--- src/rtl/melody_beat_sequencer_pkg.sv ---
// melody_beat_sequencer_pkg -- shared FSM states, tempo codes and default sizes.
// Revision 1.0
`default_nettype none
package melody_beat_sequencer_pkg;

  typedef enum logic [1:0] {
    ST_IDLE  = 2'd0,
    ST_RUN   = 2'd1,
    ST_PAUSE = 2'd2,
    ST_DONE  = 2'd3
  } seq_state_t;

  localparam logic [1:0] TEMPO_NORMAL = 2'b00;
  localparam logic [1:0] TEMPO_FAST   = 2'b01;
  localparam logic [1:0] TEMPO_SLOW   = 2'b10;
  localparam logic [1:0] TEMPO_VFAST  = 2'b11;

  localparam int DEFAULT_SONG_LEN   = 68;
  localparam int DEFAULT_BASE_TICKS = 12_500_000;

endpackage
`default_nettype wire

--- src/rtl/melody_beat_sequencer_tick.sv ---
// beat_tick_gen -- tick counter with tempo-latched period and beat boundary flag.
// Revision 1.0
`default_nettype none
module beat_tick_gen
  import melody_beat_sequencer_pkg::*;
#(
  parameter int BASE_TICKS = DEFAULT_BASE_TICKS
) (
  input  logic       CLOCK_50,
  input  logic       reset,
  input  logic       enable,
  input  logic       clear,
  input  logic [1:0] tempo_sel,
  output logic       boundary
);

  localparam int CW = $clog2(BASE_TICKS * 2) + 1;

  logic [CW-1:0] count;
  logic [CW-1:0] period;

  function automatic logic [CW-1:0] period_for(input logic [1:0] sel);
    case (sel)
      TEMPO_FAST:  period_for = CW'(BASE_TICKS / 2);
      TEMPO_SLOW:  period_for = CW'(BASE_TICKS * 2);
      TEMPO_VFAST: period_for = CW'(BASE_TICKS / 4);
      default:     period_for = CW'(BASE_TICKS);
    endcase
  endfunction

  // Boundary is combinational so the sequencer can step beats on the same edge the counter wraps.
  assign boundary = enable && (count == period - CW'(1));

  always_ff @(posedge CLOCK_50 or posedge reset) begin
    if (reset) begin
      count  <= '0;
      period <= CW'(BASE_TICKS);
    end else if (clear || boundary) begin
      count  <= '0;
      period <= period_for(tempo_sel);
    end else if (enable) begin
      count  <= count + CW'(1);
    end
  end

endmodule
`default_nettype wire

--- src/rtl/melody_beat_sequencer.sv ---
// melody_beat_sequencer -- steps a beat index through a song with tempo, pause, stop and loop control.
// Revision 1.0
`default_nettype none
module melody_beat_sequencer
  import melody_beat_sequencer_pkg::*;
#(
  parameter int BASE_TICKS = DEFAULT_BASE_TICKS,
  parameter int SONG_LEN   = DEFAULT_SONG_LEN
) (
  input  logic       CLOCK_50,
  input  logic       reset,
  input  logic       start,
  input  logic       pause,
  input  logic       stop,
  input  logic       loop_en,
  input  logic [1:0] tempo_sel,
  output logic [7:0] beats,
  output logic       playing,
  output logic       song_done
);

  localparam logic [7:0] LAST_BEAT = 8'(SONG_LEN - 1);

  seq_state_t state;
  logic       tick_enable;
  logic       tick_clear;
  logic       boundary;

  // A pause request still counts its own cycle, so no tick is lost across pause/resume.
  assign tick_enable = (state == ST_RUN) && !stop;
  assign tick_clear  = stop || (start && ((state == ST_IDLE) || (state == ST_DONE)));

  beat_tick_gen #(
    .BASE_TICKS(BASE_TICKS)
  ) u_tick (
    .CLOCK_50 (CLOCK_50),
    .reset    (reset),
    .enable   (tick_enable),
    .clear    (tick_clear),
    .tempo_sel(tempo_sel),
    .boundary (boundary)
  );

  always_ff @(posedge CLOCK_50 or posedge reset) begin
    if (reset) begin
      state     <= ST_IDLE;
      beats     <= 8'd0;
      playing   <= 1'b0;
      song_done <= 1'b0;
    end else begin
      song_done <= 1'b0;
      if (stop) begin
        state   <= ST_IDLE;
        beats   <= 8'd0;
        playing <= 1'b0;
      end else begin
        case (state)
          ST_IDLE, ST_DONE: begin
            if (start) begin
              state   <= ST_RUN;
              beats   <= 8'd0;
              playing <= 1'b1;
            end
          end
          ST_RUN: begin
            if (boundary) begin
              if (beats == LAST_BEAT) begin
                beats     <= 8'd0;
                song_done <= 1'b1;
              end else begin
                beats <= beats + 8'd1;
              end
            end
            if (boundary && (beats == LAST_BEAT) && !loop_en) begin
              state   <= ST_DONE;
              playing <= 1'b0;
            end else if (pause) begin
              state   <= ST_PAUSE;
              playing <= 1'b0;
            end
          end
          ST_PAUSE: begin
            if (start) begin
              state   <= ST_RUN;
              playing <= 1'b1;
            end
          end
          default: begin
            state   <= ST_IDLE;
            beats   <= 8'd0;
            playing <= 1'b0;
          end
        endcase
      end
    end
  end

endmodule
`default_nettype wire
--- config.mk ---
export PLATFORM = sky130hd
export DESIGN_NAME = melody_beat_sequencer
export DESIGN_NICKNAME = d
export VERILOG_FILES = /design/src/rtl/melody_beat_sequencer_pkg.sv /design/src/rtl/melody_beat_sequencer_tick.sv /design/src/rtl/melody_beat_sequencer.sv
export SDC_FILE = /design/constraint.sdc
export NUM_CORES = 1
export LEC_CHECK = 0
export CAP_MARGIN = 20
export CELL_PAD_IN_SITES_DETAIL_PLACEMENT = 0
export CELL_PAD_IN_SITES_GLOBAL_PLACEMENT = 1
export CORE_ASPECT_RATIO = 1.2
export CORE_MARGIN = 2
export CORE_UTILIZATION = 51
export CTS_BUF_LIST = sky130_fd_sc_hd__clkbuf_8
export CTS_CLUSTER_DIAMETER = 200
export CTS_CLUSTER_SIZE = 25
export DETAILED_ROUTE_END_ITERATION = 6
export DONT_BUFFER_PORTS = 1
export HOLD_SLACK_MARGIN = 0.08
export PLACE_DENSITY_LB_ADDON = 0.08
export SLEW_MARGIN = 20
export SYNTH_ARGS = -nofsm -noshare
export SYNTH_HDL_FRONTEND = slang
export SYNTH_SLANG_ARGS = --single-unit
--- constraint.sdc ---
create_clock -name CLOCK_50 -period 2.9 [get_ports CLOCK_50]
set_input_delay 0.58 -clock CLOCK_50 [delete_from_list [all_inputs] [get_ports CLOCK_50]]
set_output_delay 0.58 -clock CLOCK_50 [all_outputs]
set_load 0.01 [all_outputs]
==> metrics list <==
* Final worst hold slack: 0.285 ns
- Residual antenna-violating net count after detailed routing: 0
- The number of placed instances, taps included, is approximately 420.
- DRT Wirelength: between 6000 and 7000 um
* Wire length on met1: ~3100 um
- Hold Crit Class: input pin to async pin
- Slew Limit Fails: 0
* Warnings, synthesis: 0
- After routing, the total negative slack on setup checks comes to 0 ns.
* Core area: between 5000 and 6000 um^2
- The die covers approximately 6800 um^2.
- Non-filler instance count after layout: about 430
- Global routing consumed, over all layers together, between 20 and 25% of the routing resources.
- The largest individual stage delay along the critical path comes from the cell sky130_fd_sc_hd__dfrtp_1.
- Synthesized netlist cell count: between 300 and 400
- Fraction of final layout cells with drive strength greater than 1: roughly a tenth
* Power Total: about 1.4 mW
* Drt first pass iters: 5
- Counting both buffers and inverters, the worst setup path holds a total of 2.
- Final worst-path cycle share: ~93%
* Number of buffers inserted by post-CTS setup repair: 0
- Setup repair after global routing left no endpoint under its margin.
- Run status: completed
- Most common library cell in the layout ignoring fill and taps: sky130_fd_sc_hd__dfrtp_1
* Source-to-sink clock delay at the later pin of the worst-skew pair: 0.30 ns
- Worst slack after detailed placement: roughly 0.071 ns
- Detail Route met2 WL: between 3000 and 4000 um
- After detailed routing, the number of remaining DRC violations is 0.
* Number of core rows: 31
* Internal power: between 0.9 and 1 mW
- Post-CTS Resized: 0
* CP Max Fanout: 16
* Clock buffers created by TritonCTS: 5
- In this run, the number of DRC markers left after iteration 0 of detailed routing was around 140.
* Aggregate global routing overflow: 0
* HPWL after detailed placement: just over 5000 um
- Cell chosen for the clock root: sky130_fd_sc_hd__clkbuf_8
- The number of antenna diodes in the final layout is 0.
- Synthesis instantiated 52 different standard cells from the library.
* Max cap viols: 0
- On the final layout, the worst clock skew is between 0.003 and 0.004 ns.
* DR vias: 2460
* Synthesis-to-finish area growth: 6.16%
- STA classifies the critical path endpoint as a register.
- Starting utilization of the core area: between 50 and 60%
* Final critical delay including setup and external delays: about 2.7 ns
* Syn avg cell area: approximately 9.1 um^2
- Net switching power: about 0.40 mW
* Max Buffers Root-to-Sink: 2
* Fraction of power consumed by sequential logic: ~53%
* Final Net Count: ~360
* Power density over the cells: ~420 nW/um^2
- Classification of the worst setup path: register to register
- For the pin with the worst max-slew slack, the measured transition is roughly 0.83 ns.
- Final Hold Violating Endpoints: 0
- Clock tree from TritonCTS: yes
* Part of the power in the clock network: ~30%
- For this design the static power due to leakage is 1.41 nW.
- Seq/Total Area, Yosys: roughly two fifths
- Clock net sink count: 49
* Number of hold-repair buffers added at the cts stage: 0
* Async SR Flop Fraction: 100%
* Die X-Extent: around 75 um
- Post-synth EDFFs: 0
* Comb pwr share: 17.0%
- Post-synth design cell area: ~3100 um^2
- Average wire per cell in the routed design: 16.4 um
* Kind of cell adding the most delay to the critical path: compound AO/OA/AOI/OAI gates
- The die is about 90 um tall.
* Arr. time, crit path: slightly below 3 ns
- The critical path goes through inv_1 > ha_1 > nor2b_1 > xor2_1 > a41oi_1 > a2111oi_4 > buf_6 > nand2_1 > o41ai_2.
- Syn Nets: ~360
- Static timing analysis puts the maximum clock frequency at around 370 MHz.
* Element type at the critical path start: register
* Initial antenna violation count: 0
- Wire length of the first global-routing pass: 11800 um
- Post-synthesis sequential element count: 49
* Highest routed metal layer: met4
* Pin count of the biggest net entering global routing: 48
* Worst slew slack as a fraction of its limit: 44.5%
- Data required time at the worst endpoint: 3.11 ns
- IR analysis of the VDD net gives a maximum drop of around 0.00022 V.
- Routability-driven placement finished with a final weighted congestion of around 0.85.
- Switching part of the total power: between 20 and 30%
* Total I/O pin count: 18
- Final critical-path setup slack: 0.196 ns
- FF-to-FF setup slack: between 0.15 and 0.2 ns
- The H-tree generated during clock tree synthesis spans 2 levels.
- The via count of the first global-routing pass was 2380.
- Highest-count cells in the layout ignoring fill and taps: sky130_fd_sc_hd__dfrtp_1 (44), sky130_fd_sc_hd__nor2_1 (39), sky130_fd_sc_hd__nand2_1 (37)
- Setup violations remaining at the end of the flow were counted as 0.
* PortBufs: 0
- After detailed routing, the number of vias per cell comes to 5.76.
* Routed wl met3: a little under 300 um
- In this design, the stage delay of the slowest critical-path cell is approximately 0.47 ns.
* Synth Flop Type: sky130_fd_sc_hd__dfrtp_1
- Fill cells in the final layout number slightly below 600.
- Clock transition at the register clock pins on the worst setup and hold paths after CTS: ~0.090 ns
per-layer routing:
metal	GRT usage [%]	up-vias
li1	-	1205
met1	31.8	1193
met2	35.4	54
met3	3.03	8
met4	6.58	0
met5	0	-
worst paths after layout:
| kind | from | to | depth (start not counted) |
|---|---|---|---|
| max in group asynchronous | reset | u_tick.period[17] | 2 |
| min | reset | state[1] | 1 |
| max | u_tick.period[4] | beats[6] | 9 |
| max reg2reg | u_tick.period[4] | beats[6] | 9 |
| min in group CLOCK_50 | stop | state[0] | 1 |
| min reg2reg | state[0] | state[0] | 2 |
power groups by stage:
stage,combinational (mW),sequential (mW),clock [mW]
after global routing,0.264,0.747,0.453
after CTS,0.237,0.742,0.427
after floorplan,0.187,0.739,0
after detailed placement,0.236,0.756,0
after global placement,0.233,0.755,0
final,0.236,0.743,0.413
state kept, by name, indices dropped and copies added (netlist names):
| name | flops |
|---|---|
| u_tick.count | 26 |
| beats | 8 |
| state | 2 |
| u_tick.period | 11 |
| playing | 1 |
| song_done | 1 |
Yosys cell counts (4+ instances only):
cell / number / area [um^2]
sky130_fd_sc_hd__dfstp_2: 5 / 131
sky130_fd_sc_hd__dfrtp_1: 44 / 1100
sky130_fd_sc_hd__and3_1: 14 / 87.6
sky130_fd_sc_hd__nor3_1: 13 / 65.1
sky130_fd_sc_hd__ha_1: 11 / 138
sky130_fd_sc_hd__xnor2_1: 15 / 131
sky130_fd_sc_hd__o21ai_0: 4 / 20.0
sky130_fd_sc_hd__a21oi_1: 10 / 50.1
sky130_fd_sc_hd__mux2_1: 6 / 67.6
sky130_fd_sc_hd__inv_1: 12 / 45.0
sky130_fd_sc_hd__nor4_1: 6 / 37.5
sky130_fd_sc_hd__nor2_1: 39 / 146
sky130_fd_sc_hd__a211oi_1: 6 / 45.0
sky130_fd_sc_hd__or3_1: 5 / 31.3
sky130_fd_sc_hd__a31oi_1: 4 / 25.0
sky130_fd_sc_hd__xor2_1: 25 / 219
sky130_fd_sc_hd__nand3_1: 15 / 75.1
sky130_fd_sc_hd__nand4_1: 7 / 43.8
sky130_fd_sc_hd__clkbuf_1: 10 / 37.5
sky130_fd_sc_hd__nand2_1: 37 / 139
sky130_fd_sc_hd__nor2b_1: 4 / 25.0
cell type report:
cell class	instances	area [um^2]	area share [%]
Clock buffer	6	82.6	2.49
Clock inverter	2	7.51	0.226
Inverter	12	46.3	1.40
Multi-Input combinational cell	265	1760	52.9
Sequential cell	49	1230	37.1
Tap cell	82	103	3.09
Timing Repair Buffer	11	90.1	2.71
kinds of logic (layout without fill, tap and decap cells):
logic type               Yosys count  after routing  share of synthesized area [%]
AO/OA/AOI/OAI                     50             50                           12.7
XOR/XNOR                          40             40                           11.2
adder cells (fa/ha/maj)           11             11                           4.40
buffers and inverters             29             31                           4.40
flip-flops                        49             49                           39.4
multiplexers                      10             10                           3.48
AND/OR/NAND/NOR                  154            154                           24.3
metrics by stage:
stage	util, %	instance area (um^2)
after floorplan	-	3130
after global placement	53.9	3220
after detailed placement	53.9	3220
after CTS	55.4	3310
after global routing	55.6	3320
final	55.6	3320
Note: power is estimated with default switching activity, not from simulation.
